File: src/rtl/onehot_decoder_pipe.sv
// Registered binary-to-one-hot decoder with a 2-entry skid buffer on a valid/ready pipe.
// Optional thermometer output enabled by defining ONEHOT_DEC_THERMO_EN.
module onehot_decoder_pipe #(
  parameter int CODE_W  = 3,
  parameter int NUM_OUT = 8,
  parameter int ERR_CW  = 8
) (
  input  logic               clk,
  input  logic               rst,
  input  logic               in_valid,
  output logic               in_ready,
  input  logic [CODE_W-1:0]  in_code,
  output logic               out_valid,
  input  logic               out_ready,
  output logic [NUM_OUT-1:0] out_onehot,
  output logic               out_err,
  output logic [ERR_CW-1:0]  err_count
`ifdef ONEHOT_DEC_THERMO_EN
  ,
  output logic [NUM_OUT-1:0] out_thermo
`endif
);

  // Both sides: a word moves on a clk edge where valid && ready; a producer holds
  // valid and data stable until that edge, and ready never depends on valid.

  logic               accept;
  logic               pop;

  logic [NUM_OUT-1:0] dec_onehot;
  logic               dec_err;

  logic               main_valid_q, main_valid_d;
  logic [NUM_OUT-1:0] main_onehot_q, main_onehot_d;
  logic               main_err_q, main_err_d;

  logic               skid_valid_q, skid_valid_d;
  logic [NUM_OUT-1:0] skid_onehot_q, skid_onehot_d;
  logic               skid_err_q, skid_err_d;

  logic               in_ready_q, in_ready_d;
  logic [ERR_CW-1:0]  err_count_q, err_count_d;

`ifdef ONEHOT_DEC_THERMO_EN
  logic [NUM_OUT-1:0] dec_thermo;
  logic [NUM_OUT-1:0] main_thermo_q, main_thermo_d;
  logic [NUM_OUT-1:0] skid_thermo_q, skid_thermo_d;
`endif

  assign accept = in_valid && in_ready_q;
  assign pop    = main_valid_q && out_ready;

  // Decode once at accept; the stored word never changes afterwards.
  always_comb begin
    dec_onehot = '0;
    dec_err    = (int'(in_code) >= NUM_OUT);
    for (int i = 0; i < NUM_OUT; i++) begin
      dec_onehot[i] = (int'(in_code) == i);
    end
  end

`ifdef ONEHOT_DEC_THERMO_EN
  always_comb begin
    dec_thermo = '0;
    for (int i = 0; i < NUM_OUT; i++) begin
      dec_thermo[i] = !dec_err && (i <= int'(in_code));
    end
  end
`endif

  always_comb begin
    main_valid_d  = main_valid_q;
    main_onehot_d = main_onehot_q;
    main_err_d    = main_err_q;
    skid_valid_d  = skid_valid_q;
    skid_onehot_d = skid_onehot_q;
    skid_err_d    = skid_err_q;
`ifdef ONEHOT_DEC_THERMO_EN
    main_thermo_d = main_thermo_q;
    skid_thermo_d = skid_thermo_q;
`endif

    // Pop first: skid refills main, otherwise main empties.
    if (pop) begin
      if (skid_valid_q) begin
        main_onehot_d = skid_onehot_q;
        main_err_d    = skid_err_q;
`ifdef ONEHOT_DEC_THERMO_EN
        main_thermo_d = skid_thermo_q;
`endif
        skid_valid_d  = 1'b0;
      end else begin
        main_valid_d  = 1'b0;
      end
    end

    // The new word lands in main if the pop left it empty, else in skid.
    if (accept) begin
      if (!main_valid_d) begin
        main_valid_d  = 1'b1;
        main_onehot_d = dec_onehot;
        main_err_d    = dec_err;
`ifdef ONEHOT_DEC_THERMO_EN
        main_thermo_d = dec_thermo;
`endif
      end else begin
        skid_valid_d  = 1'b1;
        skid_onehot_d = dec_onehot;
        skid_err_d    = dec_err;
`ifdef ONEHOT_DEC_THERMO_EN
        skid_thermo_d = dec_thermo;
`endif
      end
    end

    in_ready_d = !skid_valid_d;

    err_count_d = err_count_q;
    if (accept && dec_err && (err_count_q != {ERR_CW{1'b1}})) begin
      err_count_d = err_count_q + ERR_CW'(1);
    end
  end

  always_ff @(posedge clk) begin
    if (rst) begin
      main_valid_q  <= 1'b0;
      main_onehot_q <= '0;
      main_err_q    <= 1'b0;
      skid_valid_q  <= 1'b0;
      skid_onehot_q <= '0;
      skid_err_q    <= 1'b0;
      in_ready_q    <= 1'b0;
      err_count_q   <= '0;
`ifdef ONEHOT_DEC_THERMO_EN
      main_thermo_q <= '0;
      skid_thermo_q <= '0;
`endif
    end else begin
      main_valid_q  <= main_valid_d;
      main_onehot_q <= main_onehot_d;
      main_err_q    <= main_err_d;
      skid_valid_q  <= skid_valid_d;
      skid_onehot_q <= skid_onehot_d;
      skid_err_q    <= skid_err_d;
      in_ready_q    <= in_ready_d;
      err_count_q   <= err_count_d;
`ifdef ONEHOT_DEC_THERMO_EN
      main_thermo_q <= main_thermo_d;
      skid_thermo_q <= skid_thermo_d;
`endif
    end
  end

  assign in_ready   = in_ready_q;
  assign out_valid  = main_valid_q;
  assign out_onehot = main_onehot_q;
  assign out_err    = main_err_q;
  assign err_count  = err_count_q;
`ifdef ONEHOT_DEC_THERMO_EN
  assign out_thermo = main_thermo_q;
`endif

endmodule

File: config.mk
export PLATFORM = sky130hd
export DESIGN_NAME = onehot_decoder_pipe
export DESIGN_NICKNAME = d
export VERILOG_FILES = /design/src/rtl/onehot_decoder_pipe.sv
export SDC_FILE = /design/constraint.sdc
export NUM_CORES = 1
export LEC_CHECK = 0
export BUFFER_PORTS_ARGS = -buffer_cell sky130_fd_sc_hd__buf_2
export CELL_PAD_IN_SITES_DETAIL_PLACEMENT = 1
export CELL_PAD_IN_SITES_GLOBAL_PLACEMENT = 2
export CORE_MARGIN = 2
export CORE_UTILIZATION = 30
export CTS_CLUSTER_SIZE = 8
export DETAILED_ROUTE_END_ITERATION = 7
export GPL_TIMING_DRIVEN = 0
export PLACE_DENSITY = 0.77
export SYNTH_ARGS = -nofsm -noshare
export SYNTH_HDL_FRONTEND = slang
export SYNTH_SLANG_ARGS = --single-unit
export TNS_END_PERCENT = 30
File: constraint.sdc
create_clock -name clk -period 1.7 [get_ports clk]
set_clock_uncertainty 0.15 [all_clocks]
set_input_delay 0.255 -clock clk [delete_from_list [all_inputs] [get_ports clk]]
set_output_delay 0.255 -clock clk [all_outputs]
set_load 0.05 [all_outputs]
# Word level (Yosys, flattened, before mapping)
# Cells that the tools add are included.
[classes]
muxes = 14
n_reduce_logical = 5
n_eq_ne = 7
[ops]
columns = ["op", "n"]
rows = [
  ["8-bit 2-to-1 mux", 4],
  ["3-bit == test, second input constant", 4],
  ["1-bit 2-to-1 mux", 10],
  ["3-bit by 2-bit == test with 1-bit output, second input constant", 2],
  ["3-bit by 1-bit == test with 1-bit output, second input constant", 1],
  ["3-bit logical NOT", 1],
  ["1-bit logical AND", 2],
  ["2-bit AND reduction", 1],
  ["1-bit logical NOT", 1],
]
[totals]
word_cells = 32
ff_bits = 20
input_bits = 7

# Depth between registers and ports, before layout
# Gate-level depths: netlist of run 1.
[logic_depth]
ltp_word = 5
ltp_mapped = 5
mapped_depth_nobuf = 3

# Worst setup path before layout of run 1
# No wires, ideal clock.
[synth_path]
path_kind = "register to register"
startpoint = "register in_ready_q (netlist: in_ready)"
endpoint = "register skid_onehot_q[4]"
required_ns = 1.480
path_slack_ns = -0.078
setup_time_ns = 0.070
t_arrival_ns = 1.558
n_path_buf = 0
path_stages_with_launch = 4
path_cell_list = "dfxtp_1 nand2_1 or4_1 a21oi_1"
[synth_via]
elab_chain_len = 2
[synth_rtl]
columns = ["element", "line_no", "rtl"]
rows = [
  ["from (decl)", "41", "logic in_ready_q, in_ready_d;"],
  ["from (signal assigned)", "145", "in_ready_q <= in_ready_d;"],
  ["1-bit logical AND", "50", "assign accept = in_valid && in_ready_q;"],
  ["2-bit AND reduction (no line)", "n/a", ""],
  ["to (signal assigned)", "143", "skid_onehot_q <= skid_onehot_d;"],
  ["to (decl)", "38", "logic [NUM_OUT-1:0] skid_onehot_q, skid_onehot_d;"],
]
# Every way passes these cells.
# A chain may end at the register's enable or synchronous reset.

# Final worst setup path of run 1
[layout_path]
startpoint = "register skid_valid_q"
endpoint = "register main_onehot_q[2] (netlist: out_onehot[2])"
[layout_via]
elab_chain_len = 4
[layout_rtl]
columns = ["element", "line_no", "rtl"]
rows = [
  ["from (decl)", "37", "logic skid_valid_q, skid_valid_d;"],
  ["from (signal assigned)", "142", "skid_valid_q <= skid_valid_d;"],
  ["8-bit 2-to-1 mux / 1-bit 2-to-1 mux (equally long branches)", "85", "if (skid_valid_q) begin"],
  ["8-bit 2-to-1 mux / 1-bit 2-to-1 mux (equally long branches)", "84", "if (pop) begin"],
  ["8-bit 2-to-1 mux", "99", "if (!main_valid_d) begin"],
  ["8-bit 2-to-1 mux (*)", "98", "if (accept) begin"],
  ["to (signal assigned)", "140", "main_onehot_q <= main_onehot_d;"],
  ["to (decl)", "34", "logic [NUM_OUT-1:0] main_onehot_q, main_onehot_d;"],
]
# Mark *: on every way between the ends. The rest lies on a longest branch, timed or not.

==> PnR_summary.wiki, run 1 <==
{| class="wikitable"
! Metric !! Value
|-
| Required time reported for the critical path endpoint || 1.76 ns
|-
| Data arrival time of the critical path || 1.60 ns
|-
| FF-to-FF End || out_onehot[2]$_SDFF_PP0_
|-
| Area enclosed by the die boundary || 0.00409 mm^2
|-
| Max-Slew Margin vs Limit || 0.660
|-
| Global-route wire length before repair || 5270 um
|-
| Count of mapped cells out of synthesis || 124
|-
| Number of placement rows || 21
|-
| Leading cell types in the layout, fill and taps excluded || 20 x sky130_fd_sc_hd__buf_2, 19 x sky130_fd_sc_hd__dfxtp_1, 11 x sky130_fd_sc_hd__nand3b_1
|-
| Final Hold Slack || 0.154 ns
|-
| Post-layout utilization of the core || 0.385
|-
| Total of buffers placed on input and output ports || 16
|-
| Detailed Route WL || 3100 um
|-
| Area Overhead vs Synth || 21.1%
|-
| Worst path top cell family by delay || compound AO/OA/AOI/OAI gates
|-
| Sequential-to-total area share from yosys stat || 0.372
|-
| Slowest cell on crit path || sky130_fd_sc_hd__a2111oi_0
|-
| Area of placed instances || 0.00124 mm^2
|-
| Setup violations, final || 0
|-
| Maximum number of buffers from clock root to sink || 2
|-
| Setup slack on the worst flop-to-flop path || 0.16 ns
|-
| Maximum number of pins on one net before global-route repair || 13
|-
| Initial DRC count || 29
|-
| Residual overflow from global routing || 0
|-
| Share of the clock period used by the worst path || 0.907
|-
| CTS tree || yes
|-
| Hold Path End || out_onehot[7]$_SDFF_PP0_
|-
| Antenna violations before repair || 0
|-
| Y dimension of the die || 63.9 um
|-
| Initial core utilization || 0.318
|-
| Highest clock frequency the design can meet || 649 MHz
|-
| TritonCTS Sinks || 20
|-
| Leakage power || 0.530 nW
|-
| Detailed-router iteration count before antenna repair || 4
|-
| Final count of pins violating max slew || 0
|-
| Critical path fanouts, max || 10
|-
| Max-Cap Viols || 0
|-
| Post-route setup TNS || 0 ns
|-
| Vias per cell || 5.36
|-
| Critical Path End Type || flip-flop
|-
| Post-Syn Area per Cell || 8.69 um^2
|-
| DR WL/cell || 15.7 um
|-
| Final total power || 1.15 mW
|-
| Num CTS Buffers || 3
|-
| Vias in the first global route || 1093
|-
| Crit Path Category || flip-flop to flip-flop
|-
| Count of different cell masters after synthesis || 33
|-
| Clock transition at path regs || 0.13 ns
|-
| Maximum single-stage delay on the critical path || 0.40 ns
|-
| Number of warnings printed during yosys synthesis || 0
|-
| Antenna viol nets, final || 0
|-
| Kind of start point of the critical path || flip-flop
|-
| Nets || 159
|-
| Number of cell instances on the worst register-to-register path || 4
|-
| Synth Register Bits || 20
|-
| Leading cell type in the layout, fill and taps excluded || sky130_fd_sc_hd__buf_2
|-
| Cells traversed along the worst timing path || clkbuf_1, nand3b_1, o21ai_0, a2111oi_0
|-
| Hold Crit Start || in_code[1]
|-
| Worst hold path cell count || 3
|-
| Final HPWL from detailed placement || 2300 um
|-
| ANT cells || 0
|-
| Slew @ Worst Pin || 0.510 ns
|-
| Via Count || 1056
|-
| Worst skew pair latency || 0.30 ns
|-
| Number of buffer and inverter instances along the worst setup path || 1
|-
| Outcome || finished clean
|-
| Setup repair after global routing missed its margin || no
|-
| Number of levels in the clock H-tree || 1
|-
| Final design area excluding fillers || 0.00131 mm^2
|-
| Final critical delay including setup and external delays || 1.54 ns
|-
| Setup repair bufs after CTS || 0
|-
| # DRC || 0
|-
| Die width || 63.9 um
|-
| Overall Global Routing Usage || 0.165
|-
| RePlAce Congestion || 0.781
|-
| Total standard cell area after synthesis || 0.00108 mm^2
|-
| Worst min path class || input port to flip-flop
|-
| Clock Tree Root || sky130_fd_sc_hd__clkbuf_4
|-
| Count of final hold-check violations || 0
|-
| RR Startpoint || skid_valid_q$_SDFF_PP0_
|-
| Power density over the cells || 880 mW/mm^2
|-
| Total I/O pin count || 26
|-
| Core Footprint || 0.00339 mm^2
|-
| Max rail drop VDD || 0.508 mV
|-
| Share of post-route cells with drive strength above 1 || 0.252
|}
final cells by class:
type | instances | area [um^2]
repair buffers | 16 | 80.1
plain buffers | 19 | 109
fillers | 415 | 2080
flip-flops and latches | 20 | 402
clock inverters | 1 | 30.0
clock buffers | 3 | 22.5
multi-input cells | 91 | 601
well taps | 46 | 57.6
inverters | 1 | 3.75
per-layer routing:
layer | GRT usage | vias to the layer above | share of wire
met5 | 0 | - | 0
met1 | 0.210 | 519 | 0.48
met3 | 0.0370 | 2 | 0.023
met2 | 0.285 | 16 | 0.48
met4 | 0.0326 | 0 | 0.0087
li1 | - | 519 | -
flip-flops by register name, indices dropped and copies added (netlist names):
name and cells:
out_valid 1, skid_onehot_q 8, out_onehot 8, in_ready 1, skid_valid_q 1, out_err 1
synthesized netlist by cell type (all sizes together):
cell	count	share of area
a31oi	1	0.0058
a221oi	5	0.041
nand4	3	0.017
nand2b	1	0.0058
o31a	3	0.024
conb	1	0.0035
or3b	1	0.0081
and2	1	0.0058
clkbuf	6	0.021
inv	1	0.0035
nor4	3	0.017
o21ba	3	0.028
a2111oi	3	0.024
a22o	1	0.0081
nor2	5	0.017
dfxtp	20	0.37
nand3b	11	0.077
or4	2	0.014
o31ai	5	0.035
nand3	2	0.0093
a21oi	7	0.033
nor4bb	1	0.0093
nor2b	1	0.0058
o21bai	5	0.035
nand2	2	0.0070
nor3b	2	0.014
a211oi	5	0.035
buf	13	0.078
nor3	1	0.0046
o21ai	9	0.042
through the flow:
stage,cells,worst slack (ns)
floorplan,131,-0.0300
global placement,193,-0.0171
detailed placement,193,0.0110
CTS,197,0.00321
global route,197,0.0326
finish,197,0.159
what timing repair did:
| action | in CTS | in global routing |
|---|---|---|
| setup endpoints to repair | 0 | 16 |
| hold buffers | 0 | 0 |
| gates resized for setup | 0 | 6 |
tightest hold or removal path, stage by stage:
cell                       delay [ns]
sky130_fd_sc_hd__buf_2           0.14
sky130_fd_sc_hd__nand3_1         0.09
sky130_fd_sc_hd__a221oi_1        0.08
worst max-delay path by stage:
stage               depth (start not counted)                            end  slack [ns]                     from
CTS                                         4       out_onehot[6]$_SDFF_PP0_       0.003  skid_valid_q$_SDFF_PP0_
floorplan                                   4  skid_onehot_q[6]$_SDFFE_PP0P_       -0.03     out_valid$_SDFF_PP0_
detailed placement                          4       out_onehot[3]$_SDFF_PP0_        0.01  skid_valid_q$_SDFF_PP0_
global placement                            4       out_onehot[6]$_SDFF_PP0_       -0.02  skid_valid_q$_SDFF_PP0_
global route                                4  skid_onehot_q[6]$_SDFFE_PP0P_        0.03  skid_valid_q$_SDFF_PP0_
finish                                      4       out_onehot[2]$_SDFF_PP0_        0.16  skid_valid_q$_SDFF_PP0_
where the power goes:
| group | total [mW] | internal (mW) | switching [mW] |
|---|---|---|---|
| Combinational | 0.248 | 0.0632 | 0.185 |
| Sequential | 0.498 | 0.486 | 0.0123 |
| Clock | 0.402 | 0.238 | 0.164 |
cell families (layout without fill, tap and decap cells):
logic type / after synthesis / count (layout) / share of synthesized area
AOI/OAI and AO/OA: 47 / 47 / 0.310
other: 1 / 8 / 0.00348
and+or+nand+nor: 36 / 36 / 0.213
DFF: 20 / 20 / 0.372
buffers and inverters: 20 / 40 / 0.102
(Power assumes the default switching activity.)
==> run 2: changes to the inputs <==
Settings changed: PLACE_DENSITY 0.77 to not set, PLACE_DENSITY_LB_ADDON set to 0.1.
==> PnR_summary.wiki, run 2 (synthesized netlist as in run 1, its figures left out) <==
{| class="wikitable"
! Metric !! Value
|-
| Outcome || finished clean
|-
| Detailed-router iteration count before antenna repair || 4 (unchanged)
|-
| Area enclosed by the die boundary || 0.00409 mm^2 (unchanged)
|-
| Setup repair bufs after CTS || 0 (unchanged)
|-
| CTS tree || yes
|-
| Core Footprint || 0.00339 mm^2 (unchanged)
|-
| Data arrival time of the critical path || 1.69 ns (+0.09 ns)
|-
| Die width || 63.9 um (unchanged)
|-
| RR Startpoint || in_ready$_SDFF_PP0_
|-
| Worst path top cell family by delay || compound AO/OA/AOI/OAI gates
|-
| Slew @ Worst Pin || 0.506 ns (-0.00417 ns)
|-
| Final count of pins violating max slew || 0 (unchanged)
|-
| Final HPWL from detailed placement || 2280 um (-0.73%)
|-
| Setup repair after global routing missed its margin || yes
|-
| Setup slack on the worst flop-to-flop path || 0.05 ns (-0.11 ns)
|-
| Maximum single-stage delay on the critical path || 0.37 ns (-0.03 ns)
|-
| Max-Cap Viols || 0 (unchanged)
|-
| Via Count || 1044 (-1.1%)
|-
| FF-to-FF End || out_onehot[2]$_SDFF_PP0_
|-
| Slowest cell on crit path || sky130_fd_sc_hd__a2111oi_0
|-
| Count of final hold-check violations || 0 (unchanged)
|-
| Hold Path End || out_onehot[7]$_SDFF_PP0_
|-
| Clock transition at path regs || 0.13 ns (about the same)
|-
| Leakage power || 0.523 nW (-1.3%)
|-
| Number of fillers in the final layout || 413 (-0.48%)
|-
| Detailed Route WL || 3260 um (+5.4%)
|-
| Max rail drop VDD || 0.284 mV (-44%)
|-
| Share of post-route cells with drive strength above 1 || 0.245 (-0.00662)
|-
| Global-route wire length before repair || 5530 um (+4.8%)
|-
| Number of cell instances on the worst register-to-register path || 4 (unchanged)
|-
| Power density over the cells || 810 mW/mm^2 (-8.0%)
|-
| Share of the clock period used by the worst path || 0.969 (+0.0625)
|-
| Clock Tree Root || sky130_fd_sc_hd__clkbuf_4
|-
| Cells traversed along the worst timing path || nand2_1, buf_2, a211oi_1, a2111oi_0
|-
| Maximum number of buffers from clock root to sink || 2 (unchanged)
|-
| Critical Path End Type || flip-flop
|-
| Residual overflow from global routing || 0 (unchanged)
|-
| Worst min path class || input port to flip-flop
|-
| Antenna violations before repair || 0 (unchanged)
|-
| Leading cell type in the layout, fill and taps excluded || sky130_fd_sc_hd__buf_2
|-
| Num CTS Buffers || 3 (unchanged)
|-
| Nets || 159 (unchanged)
|-
| Total I/O pin count || 26 (unchanged)
|-
| Hold Crit Start || in_code[1]
|-
| RePlAce Congestion || 0.751 (-3.8%)
|-
| Initial core utilization || 0.318 (unchanged)
|-
| Vias per cell || 5.30 (-1.1%)
|-
| Area Overhead vs Synth || 19.4%
|-
| Antenna viol nets, final || 0 (unchanged)
|-
| TritonCTS Sinks || 20 (unchanged)
|-
| Leading cell types in the layout, fill and taps excluded || 21 x sky130_fd_sc_hd__buf_2, 19 x sky130_fd_sc_hd__dfxtp_1, 11 x sky130_fd_sc_hd__nand3b_1
|-
| Area of placed instances || 0.00124 mm^2 (unchanged)
|-
| ANT cells || 0 (unchanged)
|-
| Worst hold path cell count || 3 (unchanged)
|-
| Kind of start point of the critical path || flip-flop
|-
| Critical path fanouts, max || 10 (unchanged)
|-
| Y dimension of the die || 63.9 um (unchanged)
|-
| Number of buffer and inverter instances along the worst setup path || 1 (unchanged)
|-
| Required time reported for the critical path endpoint || 1.74 ns (-0.02 ns)
|-
| Highest clock frequency the design can meet || 607 MHz (-6.4%)
|-
| Total of buffers placed on input and output ports || 16 (unchanged)
|-
| Crit Path Category || flip-flop to flip-flop
|-
| Post-route setup TNS || 0 ns (unchanged)
|-
| DR WL/cell || 16.6 um (+5.4%)
|-
| Setup violations, final || 0 (unchanged)
|-
| Maximum number of pins on one net before global-route repair || 12 (-1)
|-
| Worst skew pair latency || 0.31 ns (about the same)
|-
| Max-Slew Margin vs Limit || 0.662 (+0.00278)
|-
| Overall Global Routing Usage || 0.174 (+0.00865)
|-
| Number of placement rows || 21 (unchanged)
|-
| Final design area excluding fillers || 0.00129 mm^2 (-1.4%)
|-
| # DRC || 0 (unchanged)
|-
| Final critical delay including setup and external delays || 1.65 ns (+0.106 ns)
|-
| Vias in the first global route || 1085 (-0.73%)
|-
| Number of levels in the clock H-tree || 1 (unchanged)
|-
| Initial DRC count || 22 (-24%)
|}
[run 2: cell count changes in the layout (fill, tap and decap cells not counted)]
cell                        previous run  this run
sky130_fd_sc_hd__bufinv_16             1         0
sky130_fd_sc_hd__clkbuf_2              2         1
sky130_fd_sc_hd__buf_2                20        21
sky130_fd_sc_hd__clkbuf_8              0         1
sky130_fd_sc_hd__nand2_2               1         0
sky130_fd_sc_hd__nand2_1               1         2
[run 2: metrics by stage]
| stage | utilization | cells | hold slack [ns] | power (mW) | setup WS [ns] |
|---|---|---|---|---|---|
| 2_1_floorplan | - | 131 | 0.285 | 0.693 | -0.0300 |
| 3_3_place_gp | 0.367 | 193 | 0.300 | 0.752 | -0.0209 |
| 3_5_place_dp | 0.367 | 193 | 0.305 | 0.755 | -0.0208 |
| 4_1_cts | 0.379 | 197 | 0.154 | 1.05 | 0.0260 |
| 5_1_grt | 0.379 | 197 | 0.161 | 1.10 | -0.0420 |
| 6_report | 0.379 | 197 | 0.168 | 1.04 | 0.0523 |
[run 2: power by group]
part           total, mW  leakage (nW)  switching (mW)  internal, mW
Sequential         0.498         0.163          0.0120         0.486
Combinational      0.250         0.339           0.187        0.0630
Clock              0.294        0.0210           0.163         0.131
[run 2: repair_timing]
item,CTS,global route
hold buffers,0,0
gates resized for setup,2,3
setup endpoints to repair,6,10
pin swaps,0,0
[run 2: final cells by class]
cell class | count | area [um^2] | share of cell area
multi-input combinational | 91 | 598 | 0.465
sequential | 20 | 402 | 0.312
buffer | 19 | 109 | 0.0846
timing repair buffer | 16 | 80.1 | 0.0623
tap | 46 | 57.6 | 0.0447
clock buffer | 4 | 36.3 | 0.0282
inverter | 1 | 3.75 | 0.00292
[run 2: tightest hold or removal path, cell delays in order]
cell	delay [ns]
sky130_fd_sc_hd__buf_2	0.15
sky130_fd_sc_hd__nand3_1	0.10
sky130_fd_sc_hd__a221oi_1	0.08
[run 2: worst max-delay path by stage]
| stage | startpoint | slack (ns) | end | depth (start not counted) |
|---|---|---|---|---|
| global route | skid_valid_q$_SDFF_PP0_ | -0.04 | out_onehot[2]$_SDFF_PP0_ | 4 |
| finish | in_ready$_SDFF_PP0_ | 0.05 | out_onehot[2]$_SDFF_PP0_ | 4 |
| floorplan | out_valid$_SDFF_PP0_ | -0.03 | skid_onehot_q[6]$_SDFFE_PP0P_ | 4 |
| detailed placement | skid_valid_q$_SDFF_PP0_ | -0.02 | out_onehot[4]$_SDFF_PP0_ | 4 |
| CTS | skid_valid_q$_SDFF_PP0_ | 0.03 | skid_onehot_q[5]$_SDFFE_PP0P_ | 4 |
| global placement | skid_valid_q$_SDFF_PP0_ | -0.02 | out_onehot[6]$_SDFF_PP0_ | 4 |
[run 2: routing by layer]
layer / track usage / vias to the layer above / wire length [um]
met5: 0 / - / 0
met4: 0.0571 / 0 / 37
met3: 0.0246 / 5 / 126
met2: 0.271 / 23 / 1480
met1: 0.246 / 501 / 1620
li1: - / 515 / -
==> run 3: changes to the inputs <==
==> constraint.sdc (replaced) <==
create_clock -name clk -period 1.7 [get_ports clk]
set_clock_uncertainty 0.15 [all_clocks]
set_input_delay 0 -clock clk [delete_from_list [all_inputs] [get_ports clk]]
set_output_delay 0 -clock clk [all_outputs]
set_load 0.05 [all_outputs]
==> PnR_summary.wiki, run 3 (synthesized netlist as in run 1, its figures left out) <==
{| class="wikitable"
! Metric !! Value
|-
| Nets || 165 (+3.8%)
|-
| Slowest cell on crit path || sky130_fd_sc_hd__dlygate4sd3_1
|-
| RePlAce Congestion || 0.751 (unchanged)
|-
| Antenna violations before repair || 0 (unchanged)
|-
| Switching share of total power || 0.347 (-0.000518)
|-
| Area enclosed by the die boundary || 0.00409 mm^2 (unchanged)
|-
| Grt peak-use layer || met2
|-
| Leading cell types in the layout, fill and taps excluded || 21 x sky130_fd_sc_hd__buf_2, 19 x sky130_fd_sc_hd__dfxtp_1, 11 x sky130_fd_sc_hd__nand3b_1
|-
| Setup violations, final || 0 (unchanged)
|-
| Maximum single-stage delay on the critical path || 0.58 ns (+0.21 ns)
|-
| Residual overflow from global routing || 0 (unchanged)
|-
| Clock transition at path regs || 0.13 ns (about the same)
|-
| Number of placement rows || 21 (unchanged)
|-
| Antenna viol nets, final || 0 (unchanged)
|-
| Detailed-router iteration count before antenna repair || 4 (unchanged)
|-
| Global-route wire length before repair || 5620 um (+1.8%)
|-
| Setup repair after global routing missed its margin || yes
|-
| TritonCTS Sinks || 20 (unchanged)
|-
| Leakage power || 0.549 nW (+5.0%)
|-
| CTS tree || yes
|-
| Kind of start point of the critical path || input port
|-
| Power density over the cells || 780 mW/mm^2 (-3.7%)
|-
| ANT cells || 0 (unchanged)
|-
| Met1 Use GR || 0.246 (unchanged)
|-
| Share of post-route cells with drive strength above 1 || 0.242 (-0.00299)
|-
| Number of levels in the clock H-tree || 1 (unchanged)
|-
| Share of the clock period used by the worst path || 0.968 (-0.00108)
|-
| Maximum number of pins on one net before global-route repair || 12 (unchanged)
|-
| Net switching power figure || 366 uW (+1.1%)
|-
| Overall Global Routing Usage || 0.177 (+0.00297)
|-
| Max-Cap Viols || 0 (unchanged)
|-
| Met2 usage in global routing || 0.281 (+0.0104)
|-
| Final Hold Slack || 0.0430 ns (-0.125 ns)
|-
| Post-route setup TNS || 0 ns (unchanged)
|-
| Initial DRC count || 27 (+23%)
|-
| Vias in the first global route || 1119 (+3.1%)
|-
| Vias per cell || 5.27 (-0.63%)
|-
| Setup repair bufs after CTS || 0 (unchanged)
|-
| Via Count || 1069 (+2.4%)
|-
| Leading cell type in the layout, fill and taps excluded || sky130_fd_sc_hd__buf_2
|-
| Final HPWL from detailed placement || 2280 um (unchanged)
|-
| Num CTS Buffers || 3 (unchanged)
|-
| DR WL/cell || 16.2 um (-2.1%)
|-
| Post-layout utilization of the core || 0.399 (+0.0196)
|-
| Detailed Route WL || 3290 um (+0.89%)
|-
| Worst min path class || input port to flip-flop
|-
| Critical Path End Type || flip-flop
|-
| Clock Tree Root || sky130_fd_sc_hd__clkbuf_4
|-
| Count of final hold-check violations || 0 (unchanged)
|-
| # DRC || 0 (unchanged)
|-
| Total of buffers placed on input and output ports || 16 (unchanged)
|-
| Setup slack on the worst flop-to-flop path || 0.07 ns (+0.02 ns)
|-
| Portion of total power attributed to sequential cells || 0.472 (-0.006)
|-
| Outcome || finished clean
|-
| Final critical delay including setup and external delays || 1.65 ns (-0.00184 ns)
|-
| Crit Path Category || input port to flip-flop
|-
| Y dimension of the die || 63.9 um (unchanged)
|-
| Internal power contribution || 689 uW (+1.4%)
|-
| Area Overhead vs Synth || 25.6%
|-
| Critical path fanouts, max || 8 (-2)
|-
| Number of fillers in the final layout || 410 (-0.73%)
|-
| Part of the total power dissipated in combinational logic || 0.249 (+0.009)
|-
| Core Footprint || 0.00339 mm^2 (unchanged)
|-
| Initial core utilization || 0.318 (unchanged)
|-
| Worst skew pair latency || 0.31 ns (about the same)
|-
| Total I/O pin count || 26 (unchanged)
|-
| Final count of pins violating max slew || 0 (unchanged)
|-
| Cells traversed along the worst timing path || dlygate4sd3_1, buf_2, nand3b_1, dlygate4sd3_1, a221oi_2
|-
| Highest clock frequency the design can meet || 608 MHz (+0.11%)
|-
| Met3 global-route usage || 0.0246 (unchanged)
|-
| Maximum number of buffers from clock root to sink || 2 (unchanged)
|-
| Required time reported for the critical path endpoint || 1.78 ns (+0.04 ns)
|-
| Most used cell along the critical path || sky130_fd_sc_hd__dlygate4sd3_1
|-
| Clock Power Share || 0.280 (-0.002)
|-
| Max rail drop VDD || 0.285 mV (+0.45%)
|-
| Data arrival time of the critical path || 1.73 ns (+0.04 ns)
|-
| Die width || 63.9 um (unchanged)
|}
==> run 3: final cells by class <==
cell class              count  area [um^2]  share of cell area
inverters                   1         3.75             0.00278
multi-input cells          91          604               0.447
plain buffers              19          109              0.0805
well taps                  46         57.6              0.0426
flip-flops and latches     20          402               0.297
repair buffers             22          140               0.104
clock buffers               4         36.3              0.0268
==> run 3: power by group through the flow <==
| stage | Clock, mW | Sequential, mW | Combinational, mW |
|---|---|---|---|
| after floorplan | 0 | 0.561 | 0.132 |
| after global placement | 0 | 0.507 | 0.245 |
| after detailed placement | 0 | 0.508 | 0.247 |
| after CTS | 0.302 | 0.498 | 0.259 |
| after global routing | 0.336 | 0.501 | 0.280 |
| final | 0.295 | 0.497 | 0.262 |
==> run 3: metrics by stage <==
step / worst slack, ns / instance area (um^2) / cells / power (mW)
final: 0.0542 / 1350 / 203 / 1.05
after global routing: -0.0420 / 1350 / 203 / 1.12
after CTS: 0.0260 / 1340 / 203 / 1.06
after detailed placement: -0.0208 / 1240 / 193 / 0.755
after global placement: -0.0209 / 1240 / 193 / 0.752
after floorplan: -0.0300 / 1100 / 131 / 0.693
==> run 3: path summary, 6_finish.rpt <==
check                                                endpoint  cells past startpoint                 from
worst max register to register       out_onehot[2]$_SDFF_PP0_                      4  in_ready$_SDFF_PP0_
worst min-delay path            skid_onehot_q[2]$_SDFFE_PP0P_                      5            out_ready
worst min register to register             out_err$_SDFF_PP0_                      1   out_err$_SDFF_PP0_
worst max-delay path                 out_onehot[3]$_SDFF_PP0_                      5           in_code[2]
==> run 3: repair_timing <==
action,4_1_cts,5_1_grt
setup endpoints to repair,6,11
resized for setup,2,4
hold buffers,6,0
endpoints found under the hold margin,13,0
==> run 3: layer usage <==
metal	part of all wire	vias to the layer above
met2	0.46	22
met1	0.50	516
met5	0	-
met3	0.036	5
met4	0.011	0
li1	-	526
==> run 3: worst max-delay path, delay by kind of cell <==
family                 cells  cell delay, ns
buffers and inverters      3            1.29
AO/OA/AOI/OAI              1            0.25
AND/OR/NAND/NOR            1            0.18
